--- src/rtl/multicycle_control_pkg.sv ---
// Shared encodings for the multi-cycle MIPS control path: FSM states, opcodes,
// datapath mux selects and the decoded instruction-class record.
package multicycle_control_pkg;

    typedef enum logic [3:0] {
        S_RESET    = 4'd0,
        S_FETCH    = 4'd1,
        S_DECODE   = 4'd2,
        S_EXEC_R   = 4'd3,
        S_WB_R     = 4'd4,
        S_EXEC_I   = 4'd5,
        S_WB_I     = 4'd6,
        S_MEM_ADDR = 4'd7,
        S_MEM_RD   = 4'd8,
        S_WB_MEM   = 4'd9,
        S_MEM_WR   = 4'd10,
        S_BRANCH   = 4'd11,
        S_JUMP     = 4'd12
    } state_e;

    localparam logic [5:0] OP_RTYPE = 6'b000000;
    localparam logic [5:0] OP_J     = 6'b000010;
    localparam logic [5:0] OP_JAL   = 6'b000011;
    localparam logic [5:0] OP_BEQ   = 6'b000100;
    localparam logic [5:0] OP_BNE   = 6'b000101;
    localparam logic [5:0] OP_ADDI  = 6'b001000;
    localparam logic [5:0] OP_ORI   = 6'b001101;
    localparam logic [5:0] OP_LW    = 6'b100011;
    localparam logic [5:0] OP_SW    = 6'b101011;

    localparam logic [1:0] ALU_ADD   = 2'b00;
    localparam logic [1:0] ALU_SUB   = 2'b01;
    localparam logic [1:0] ALU_FUNCT = 2'b10;
    localparam logic [1:0] ALU_OR    = 2'b11;

    localparam logic [1:0] PCS_ALU    = 2'b00;
    localparam logic [1:0] PCS_ALUOUT = 2'b01;
    localparam logic [1:0] PCS_JUMP   = 2'b10;

    localparam logic [1:0] SRCB_REGB  = 2'b00;
    localparam logic [1:0] SRCB_FOUR  = 2'b01;
    localparam logic [1:0] SRCB_IMM   = 2'b10;
    localparam logic [1:0] SRCB_IMMSH = 2'b11;

    localparam logic [1:0] M2R_ALUOUT = 2'b00;
    localparam logic [1:0] M2R_MDR    = 2'b01;
    localparam logic [1:0] M2R_PC     = 2'b10;

    // One-hot instruction class plus a variant bit that picks the second
    // member of each pair: sw (vs lw), bne (vs beq), jal (vs j), ori (vs addi).
    typedef struct packed {
        logic r_type;
        logic mem;
        logic branch;
        logic jump;
        logic imm;
        logic illegal;
        logic variant;
    } op_class_t;

    // Branch resolution: beq takes on zero, bne takes on non-zero.
    function automatic logic branch_taken(input logic is_bne, input logic zero_flag);
        return is_bne ? ~zero_flag : zero_flag;
    endfunction

endpackage

--- src/rtl/ctrl_opdecode.sv ---
// Opcode classifier: maps IR[31:26] onto one instruction class and flags
// anything the control FSM does not implement.
module ctrl_opdecode
    import multicycle_control_pkg::*;
#(
    parameter int OPW = 6
) (
    input  logic [OPW-1:0] opcode_i,
    output op_class_t      cls_o
);

    // Purely combinational classification; unknown opcodes fall to illegal.
    always_comb begin
        cls_o = '0;
        case (opcode_i)
            OP_RTYPE: cls_o.r_type = 1'b1;
            OP_LW:    cls_o.mem    = 1'b1;
            OP_SW: begin
                cls_o.mem     = 1'b1;
                cls_o.variant = 1'b1;
            end
            OP_BEQ:   cls_o.branch = 1'b1;
            OP_BNE: begin
                cls_o.branch  = 1'b1;
                cls_o.variant = 1'b1;
            end
            OP_J:     cls_o.jump   = 1'b1;
            OP_JAL: begin
                cls_o.jump    = 1'b1;
                cls_o.variant = 1'b1;
            end
            OP_ADDI:  cls_o.imm    = 1'b1;
            OP_ORI: begin
                cls_o.imm     = 1'b1;
                cls_o.variant = 1'b1;
            end
            default:  cls_o.illegal = 1'b1;
        endcase
    end

endmodule

--- src/rtl/multicycle_control.sv ---
// Main control FSM of the multi-cycle MIPS datapath: sequences fetch, decode,
// execute, memory and writeback one state per cycle and drives every mux
// select and write enable of the datapath.
module multicycle_control
    import multicycle_control_pkg::*;
#(
    parameter int OPW = 6,
    parameter int STW = 4
) (
    input  logic           clk,
    input  logic           rst,
    input  logic [OPW-1:0] opcode,
    input  logic           zero,
    input  logic           mem_ready,
    output logic           pc_en,
    output logic           i_or_d,
    output logic           mem_read,
    output logic           mem_write,
    output logic           ir_write,
    output logic           reg_dst,
    output logic           reg_write,
    output logic [1:0]     mem_to_reg,
    output logic           alu_src_a,
    output logic [1:0]     alu_src_b,
    output logic           ext_zero,
    output logic [1:0]     alu_op,
    output logic [1:0]     pc_source,
    output logic           instr_done,
    output logic           illegal_op
);

    logic [STW-1:0] state_q, state_d;
    logic           variant_q, variant_d;
    op_class_t      cls;

    ctrl_opdecode #(
        .OPW (OPW)
    ) u_opdecode (
        .opcode_i (opcode),
        .cls_o    (cls)
    );

    // State and latched instruction variant; reset aborts any instruction.
    always_ff @(posedge clk) begin
        if (rst) begin
            state_q   <= S_RESET;
            variant_q <= 1'b0;
        end else begin
            state_q   <= state_d;
            variant_q <= variant_d;
        end
    end

    // Next-state and output decode; all outputs default low, so RESET and
    // unused encodings drive nothing.
    always_comb begin
        state_d    = S_RESET;
        variant_d  = variant_q;
        pc_en      = 1'b0;
        i_or_d     = 1'b0;
        mem_read   = 1'b0;
        mem_write  = 1'b0;
        ir_write   = 1'b0;
        reg_dst    = 1'b0;
        reg_write  = 1'b0;
        mem_to_reg = M2R_ALUOUT;
        alu_src_a  = 1'b0;
        alu_src_b  = SRCB_REGB;
        ext_zero   = 1'b0;
        alu_op     = ALU_ADD;
        pc_source  = PCS_ALU;
        instr_done = 1'b0;
        illegal_op = 1'b0;

        case (state_q)
            S_RESET: begin
                state_d = S_FETCH;
            end

            // PC+4 computed while memory returns the instruction; PC and IR
            // load together on the cycle the read completes.
            S_FETCH: begin
                mem_read  = 1'b1;
                alu_src_b = SRCB_FOUR;
                ir_write  = mem_ready;
                pc_en     = mem_ready;
                state_d   = mem_ready ? S_DECODE : S_FETCH;
            end

            // Branch target precomputed into ALUOut regardless of class.
            S_DECODE: begin
                alu_src_b = SRCB_IMMSH;
                variant_d = cls.variant;
                if (cls.r_type) begin
                    state_d = S_EXEC_R;
                end else if (cls.mem) begin
                    state_d = S_MEM_ADDR;
                end else if (cls.branch) begin
                    state_d = S_BRANCH;
                end else if (cls.jump) begin
                    state_d = S_JUMP;
                end else if (cls.imm) begin
                    state_d = S_EXEC_I;
                end else begin
                    illegal_op = 1'b1;
                    instr_done = 1'b1;
                    state_d    = S_FETCH;
                end
            end

            S_EXEC_R: begin
                alu_src_a = 1'b1;
                alu_src_b = SRCB_REGB;
                alu_op    = ALU_FUNCT;
                state_d   = S_WB_R;
            end

            S_WB_R: begin
                reg_dst    = 1'b1;
                reg_write  = 1'b1;
                mem_to_reg = M2R_ALUOUT;
                instr_done = 1'b1;
                state_d    = S_FETCH;
            end

            // variant_q set means ori: zero-extended immediate with OR.
            S_EXEC_I: begin
                alu_src_a = 1'b1;
                alu_src_b = SRCB_IMM;
                alu_op    = variant_q ? ALU_OR : ALU_ADD;
                ext_zero  = variant_q;
                state_d   = S_WB_I;
            end

            S_WB_I: begin
                reg_write  = 1'b1;
                mem_to_reg = M2R_ALUOUT;
                instr_done = 1'b1;
                state_d    = S_FETCH;
            end

            S_MEM_ADDR: begin
                alu_src_a = 1'b1;
                alu_src_b = SRCB_IMM;
                alu_op    = ALU_ADD;
                state_d   = variant_q ? S_MEM_WR : S_MEM_RD;
            end

            S_MEM_RD: begin
                i_or_d   = 1'b1;
                mem_read = 1'b1;
                state_d  = mem_ready ? S_WB_MEM : S_MEM_RD;
            end

            S_WB_MEM: begin
                reg_write  = 1'b1;
                mem_to_reg = M2R_MDR;
                instr_done = 1'b1;
                state_d    = S_FETCH;
            end

            // Store completes on the cycle memory accepts it.
            S_MEM_WR: begin
                i_or_d     = 1'b1;
                mem_write  = 1'b1;
                instr_done = mem_ready;
                state_d    = mem_ready ? S_FETCH : S_MEM_WR;
            end

            S_BRANCH: begin
                alu_src_a  = 1'b1;
                alu_src_b  = SRCB_REGB;
                alu_op     = ALU_SUB;
                pc_source  = PCS_ALUOUT;
                pc_en      = branch_taken(variant_q, zero);
                instr_done = 1'b1;
                state_d    = S_FETCH;
            end

            // jal links PC into $31; the datapath forces the destination.
            S_JUMP: begin
                pc_source  = PCS_JUMP;
                pc_en      = 1'b1;
                instr_done = 1'b1;
                if (variant_q) begin
                    reg_write  = 1'b1;
                    mem_to_reg = M2R_PC;
                    reg_dst    = 1'b1;
                end
                state_d    = S_FETCH;
            end

            default: begin
                state_d = S_RESET;
            end
        endcase
    end

endmodule

--- config.mk ---
export PLATFORM = sky130hd
export DESIGN_NAME = multicycle_control
export DESIGN_NICKNAME = d
export VERILOG_FILES = /design/src/rtl/multicycle_control_pkg.sv /design/src/rtl/ctrl_opdecode.sv /design/src/rtl/multicycle_control.sv
export SDC_FILE = /design/constraint.sdc
export NUM_CORES = 1
export LEC_CHECK = 0
export BUFFER_PORTS_ARGS = -buffer_cell sky130_fd_sc_hd__buf_2
export CAP_MARGIN = 30
export CORE_ASPECT_RATIO = 0.8
export CORE_MARGIN = 1.5
export CORE_UTILIZATION = 30
export CTS_CLUSTER_SIZE = 40
export DETAILED_ROUTE_END_ITERATION = 8
export GPL_ROUTABILITY_DRIVEN = 0
export PLACE_DENSITY = 0.58
export SLEW_MARGIN = 20
export SYNTH_ARGS = -nofsm -noshare
export SYNTH_HDL_FRONTEND = slang
export SYNTH_SLANG_ARGS = --single-unit
--- constraint.sdc ---
create_clock -name clk -period 1.57 [get_ports clk]
set_input_delay 0.0785 -clock clk [delete_from_list [all_inputs] [get_ports clk]]
set_output_delay 0.0785 -clock clk [all_outputs]
set_load 0.02 [all_outputs]
After elaboration in Yosys (flattened, before gate mapping)
Cells that the tools add are included.
W data, S select, Z words.
{"block": "totals", "reg_bits": 5}
{"block": "op_classes", "n_eq_ne": 20, "n_mux": 40, "n_bitwise": 1, "n_reduce_logical": 14}
{"cell": "$pmux W4 S8", "n": 1}
{"cell": "$mux W1", "n": 21}
{"cell": "$eq A4 B4 Y1 const B", "n": 5}
{"cell": "$mux W4", "n": 5}
{"cell": "$eq A4 B3 Y1 const B", "n": 4}
{"cell": "$reduce_or A2 Y1", "n": 7}
{"cell": "$eq A6 B2 Y1 const B", "n": 2}
{"cell": "$eq A6 B3 Y1 const B", "n": 2}
{"cell": "$eq A6 B4 Y1 const B", "n": 2}
{"cell": "$eq A6 B6 Y1 const B", "n": 2}
{"cell": "$pmux W2 S3", "n": 2}
{"cell": "$eq A4 B2 Y1 const B", "n": 2}
{"cell": "$mux W2", "n": 4}
{"cell": "$pmux W2 S2", "n": 2}
{"cell": "$reduce_or A4 Y1", "n": 2}
{"cell": "$logic_not A6 Y1", "n": 1}
{"cell": "$pmux W1 S3", "n": 2}
{"cell": "$reduce_or A6 Y1", "n": 1}
{"cell": "$reduce_or A5 Y1", "n": 1}
{"cell": "$eq A4 B1 Y1 const B", "n": 1}
{"cell": "$logic_not A4 Y1", "n": 1}
{"cell": "$pmux W1 S2", "n": 2}
{"cell": "$mux W3", "n": 1}
{"cell": "$reduce_or A3 Y1", "n": 1}
{"cell": "$not A1 Y1", "n": 1}

Longest topological paths before layout
Gate-level depths: netlist of the first run.
{"block": "depth", "word_depth": 9, "depth_mapped": 5, "mapped_depth_nobuf": 4}

Modules after synthesis
Synthesis of the first run repeated with hierarchy kept, for this count alone.
{"block": "hier_totals", "hier_cells": 103, "area_unflattened_um2": 724.4}
{"module": "multicycle_control", "instances": 1, "cells_each": 79, "area_each_um2": 560.5}
{"module": "ctrl_opdecode", "instances": 1, "cells_each": 24, "area_each_um2": 163.9}

Worst setup path before layout of the first run
Ideal clock, no wire load.
{"block": "synth_timing", "kind": "reg-to-output", "startpoint": "reg state_q[0]", "endpoint": "out pc_en", "arrival_time_ps": 1647, "required_time_ps": 1492, "path_slack_ps": -155, "path_stages_with_launch": 5, "path_buffers": 1, "cell_sequence": "dfxtp_1 > clkbuf_1 > nand2_1 > nor4_1 > a211o_1"}
{"block": "synth_between", "elab_chain_cells": 2}
{"item": "start, declared", "line_no": "multicycle_control.sv:32", "source": "logic [STW-1:0] state_q, state_d;"}
{"item": "start signal, assigned", "line_no": "multicycle_control.sv:49", "source": "state_q <= state_d;"}
{"item": "$eq A4 B4 Y1 / $eq A4 B1 Y1 (equally long branches)", "line_no": "multicycle_control.sv:75", "source": "case (state_q)"}
{"item": "$pmux W1 S3 *", "line_no": "multicycle_control.sv:75"}
{"item": "end, declared", "line_no": "multicycle_control.sv:15", "source": "output logic pc_en,"}
Mark *: on every way between the ends. The rest lies on a longest branch, timed or not.

Final worst setup path of the first run
{"block": "layout_timing", "startpoint": "reg state_q[0]", "endpoint": "out reg_write"}
{"block": "layout_between", "elab_chain_cells": 3}
{"item": "$eq A4 B4 Y1 / $eq A4 B3 Y1 (equally long branches)", "line_no": "multicycle_control.sv:75"}
{"item": "$reduce_or A3 Y1 (no line)"}
{"item": "$pmux W1 S2 *", "line_no": "multicycle_control.sv:75"}
{"item": "end, declared", "line_no": "multicycle_control.sv:21", "source": "output logic reg_write,"}
Marks and branches as above.

==> reports/metrics.yaml, run 1 <==
antenna_found_initial: 0
grt_max_degree: 17
max_slew_margin_pct: 78.3
start_util_pct: 32.5
hold_viol: 0
worstPathArrival_ns: 1.40
power_leakage_nw: 0.424
vias: 874
ant_nets: 0
final_common_cell: "buf_2"
layout.nets: 150
synth-seq-cells: 5
grt_usage_pct: 16.1
wl_um: 2050
fill_cells: 261
synthArstFlopShare_pct: 0
status: "finished clean"
coreArea_um2: 2210
critPathKind: "flop to output port"
yosysSeqAreaShare_pct: 13.9
syn-num-nets: 118
routedWlPerCell_um: 12.5
worstHoldPathType: "input pin to flop"
yosysWarnings: 0
worst_pin_slew_ns: 0.324
vdd_drop_max_mv: 0.165
met3_usage_pct: 4.41
powerDensity_nw_per_um2: 486
skew_ns: 0.00757
busiest_layer: "met2"
boundaryPins: 29
viasPerCell: 5.33
dpl.hpwl_um: 1590
fin_crit_sh_pct: 94.3
dieArea_um2: 2700
cts_buffers: 3
cp.required_ns: 1.49
syn_avg_cell_area_um2: 6.66
synth_edf_count: 0
cts-htree-levels: 1
min_period_ns: 1.48
cp-start-kind: "flop"
clk-insertion-delay-late_ns: 0.25
drive_above_1_share_pct: 36.7
path_max_fanout: 16
grt_pass1_vias: 761
syn_area_um2: 719
antenna_cells: 0
multi_input_area_um2: 586
report.final.slew_viol_count: 0
die_y_um: 46.8
cts_tree: "built"
yosysUniqueCellTypes: 39
hold_buffers: 0
utilization_pct: 43.3
layout.area.seq_um2: 106
drt_iter0_markers: 22
fmax_mhz: 676
worst_hold_slack_ns: 0.0388
gr-total-overflow: 0
clkTransAtPathRegs_ns: 0.05
clock_sinks: 5
grt_pass1_wl_um: 3310
final_cell_mix: "buf_2 (28), nor2_1 (12), a21oi_1 (12), nand2_1 (8), nand2b_1 (8)"
first_pass_iters: 4
synthCells: 108
die_x_um: 57.8
setup_viol: 0
cts-root-buf: "clkbuf_4"
rows: 15
cp-end-kind: "output port"
synth_ff_type: "dfxtp_1"
port_buffers: 28
met1_usage_pct: 22.1
final.setup.tns_ns: 0
drc: 0
syn_to_final_growth_pct: 33.2
grt_util_met2_pct: 25.2
clock_path_buffers: 2
drv_cap: 0
==> synthesized netlist by cell type, drive strengths merged (2+ instances only) <==
library cell  number  share of area (%)
a21oi             13                9.6
buf                4                4.7
clkbuf             3                1.6
dfxtp              5                 14
inv                5                2.6
nand2              8                4.2
nand2b             8                7.0
nand4b             2                2.4
nor2              12                6.3
nor2b              5                4.3
nor3               5                3.5
o21a               2                2.1
o21ai              5                3.5
o21bai             2                2.1
o32ai              2                2.4
o41ai              2                2.4
or2                2                1.7
or4b               2                2.8
xnor2              3                3.7
xor2               2                2.4
==> path summary, 6_finish.rpt <==
kind                               start                      to  slack (ns)  depth (start not counted)
setup / recovery   state_q[0]$_SDFF_PP0_               reg_write        0.09                          5
hold / removal                       rst  variant_q$_SDFFE_PP0P_        0.04                          2
setup reg to reg   state_q[0]$_SDFF_PP0_   state_q[1]$_SDFF_PP0_        0.14                          4
hold reg to reg   variant_q$_SDFFE_PP0P_  variant_q$_SDFFE_PP0P_        0.50                          2
==> layer usage <==
| layer | up-vias | wire length, µm | part of all wire, % |
|---|---|---|---|
| met5 | - | 0 | 0 |
| met4 | 0 | 13 | 0.63 |
| met3 | 2 | 66 | 3.2 |
| met2 | 10 | 945 | 46 |
| met1 | 408 | 1020 | 50 |
| li1 | 454 | - | - |
==> state kept, by name, indices dropped and copies added (netlist names) <==
name       count
state_q        4
variant_q      1
==> report_power, final <==
part	switching [mW]	internal, mW	leakage, nW
clock network	0.0619	0.0927	0.0177
registers	0.00823	0.131	0.0426
logic	0.103	0.0703	0.364
==> metrics by stage <==
stage                     instance area, µm²  power [mW]  cells  worst slack [ns]
after global placement                   897       0.308    160             0.158
after detailed placement                 897       0.310    160             0.146
after global routing                     958       0.497    164           -0.0142
after floorplan                          726       0.256    108            0.0326
final                                    958       0.466    164            0.0901
after CTS                                933       0.469    164           0.00134
==> worst max-delay path: stages, from the launching register on <==
cell and delay (ns):
dfxtp_1 0.45, buf_6 0.21, nand2_1 0.08, o21a_1 0.11, o32ai_1 0.10, buf_2 0.20
==> logic make-up after synthesis <==
group,Yosys count,share of synthesized area [%]
xor gates and xnor gates,5,6.09
muxes,1,1.39
DFF,5,13.9
and+or+nand+nor,52,40.2
AOI/OAI and AO/OA,33,29.6
buffers and inverters,12,8.87
==> area by class of cell <==
| cell class | count | area share [%] |
|---|---|---|
| multi-input combinational | 91 | 61.1 |
| timing repair buffer | 34 | 19.7 |
| sequential | 5 | 11.1 |
| tap | 25 | 3.26 |
| clock buffer | 3 | 2.35 |
| inverter | 5 | 1.96 |
| clock inverter | 1 | 0.522 |
==> repair_timing <==
action | CTS | global route
setup buffers | 0 | 0
endpoints found under the setup margin | 4 | 10
gates cloned | 0 | 0
hold endpoints to repair | 0 | 0
resized for setup | 3 | 8
Power figures use the tool's default switching activity.
==> inputs of run 2 (changes only) <==
- clock period: 1.57 -> 1.8 ns (I/O delays scaled with it)
==> run 2 against run 1 <==
Net effect:
- power decreased by 14%
- core utilization shrank 1.9 points
- worst hold slack improved by 0.025 ns
- non-clock buffer count fell by 1
- critical path depth is the same
- setup slack gained 0.038 ns
- die area unchanged
- global-route usage grew 1.1 points
- final area is 4.3% lower
- clock skew is 0.0064 ns lower
- clock power down 16%
- flip-flop and latch count did not move
==> reports/metrics.yaml, run 2 (same netlist as run 1, synthesis figures left out) <==
vias: 904
grt_usage_pct: 17.2
post-place-ws_ns: 0.368
cts_tree: "built"
fmax_mhz: 598
cp-end-kind: "output port"
largest_register_ffs: 4
fin_ws_ns: 0.128
setup_viol: 0
report.final.slew_viol_count: 0
dieArea_um2: 2700
r2r_cells: 4
rrSetupSlack_ns: 0.34
cts-htree-levels: 1
status: "finished clean"
worstPathArrival_ns: 1.58
final.setup.tns_ns: 0
grt_max_degree: 14
r2r_end: "state_q[1]$_SDFF_PP0_"
critPathKind: "flop to output port"
layout.nets: 149
hold_viol: 0
cts_resized: 0
powerDensity_nw_per_um2: 437
vdd_drop_max_mv: 0.211
hold_buffers: 0
drc: 0
routedWlPerCell_um: 12.9
rows: 15
die_y_um: 46.8
power_leakage_nw: 0.412
syn_to_final_growth_pct: 27.5
final_common_cell: "buf_2"
fin_total_pwr_uw: 401
grt_pass1_vias: 774
layout.area.seq_um2: 103
clock_sinks: 5
dpl.hpwl_um: 1640
min_period_ns: 1.67
antenna_cells: 0
viasPerCell: 5.55
skew_ns: 0.00122
reg2reg_from: "state_q[0]$_SDFF_PP0_"
fin_crit_sh_pct: 92.9
drive_above_1_share_pct: 31.9
die_x_um: 57.8
max_slew_margin_pct: 78.8
top_regs: "state_q: 4 flops, variant_q: 1 flops"
wl_um: 2100
post_cts_buffers: 0
endpoint: "pc_en"
worst_hold_slack_ns: 0.0633
path_max_fanout: 13
coreArea_um2: 2210
drv_cap: 0
fill_cells: 240
start_util_pct: 32.5
cts-root-buf: "clkbuf_4"
drt_iter0_markers: 31
regMostFlops: "state_q"
boundaryPins: 29
cp.required_ns: 1.71
placed_cell_area_um2: 883
crit_start: "state_q[0]$_SDFF_PP0_"
cts_buffers: 3
final_cell_mix: "buf_2 (28), nor2_1 (12), a21oi_1 (12), nand2_1 (8), nand2b_1 (8)"
ant_nets: 0
port_buffers: 28
clk-insertion-delay-late_ns: 0.25
multi_input_area_um2: 561
clkTransAtPathRegs_ns: 0.04
clock_path_buffers: 2
first_pass_iters: 4
cp-start-kind: "flop"
antenna_found_initial: 0
rsz0062_at_grt: "no"
fin_area_um2: 917
gr-total-overflow: 0
worstHoldPathType: "input pin to flop"
worst_pin_slew_ns: 0.315
grt_pass1_wl_um: 3480
==> run 2: how the worst min path moves through the flow <==
stage	start	to	slack, ns	cells after the start
global placement	rst	variant_q$_SDFFE_PP0P_	0.32	2
floorplan	rst	variant_q$_SDFFE_PP0P_	0.16	1
finish	rst	variant_q$_SDFFE_PP0P_	0.06	2
CTS	rst	variant_q$_SDFFE_PP0P_	0.06	2
global route	rst	variant_q$_SDFFE_PP0P_	0.07	2
detailed placement	rst	variant_q$_SDFFE_PP0P_	0.32	2
==> run 2: critical path: stages (launching register included) <==
cell and delay (ns):
dfxtp_1 0.48, buf_4 0.25, nand2_1 0.06, nor4_1 0.24, a211o_1 0.15, buf_2 0.15
==> run 2: layer usage <==
metal	share of wire [%]	vias up	GRT usage, %	wire (µm)
met2	46	34	27.5	967
met3	8.0	0	6.06	167
li1	-	450	-	-
met5	0	-	0	0
met4	0	0	5.12	0
met1	46	420	22.3	963
==> run 2: power breakdown <==
part	total [mW]	switching (mW)	internal [mW]
clock network	0.130	0.0463	0.0838
registers	0.123	0.00784	0.115
logic	0.148	0.0896	0.0583
total	0.401	0.144	0.258
==> run 2: cell type report <==
cell class	instances	share of cell area [%]
multi-input combinational	91	61.1
timing repair buffer	33	19.4
sequential	5	11.2
tap	25	3.41
clock buffer	4	2.86
inverter	5	2.05
==> run 2: metrics by stage <==
step / utilization, % / instances
after floorplan: - / 108
after global placement: 39.9 / 159
after detailed placement: 39.9 / 159
after CTS: 41.1 / 163
after global routing: 41.4 / 163
final: 41.4 / 163
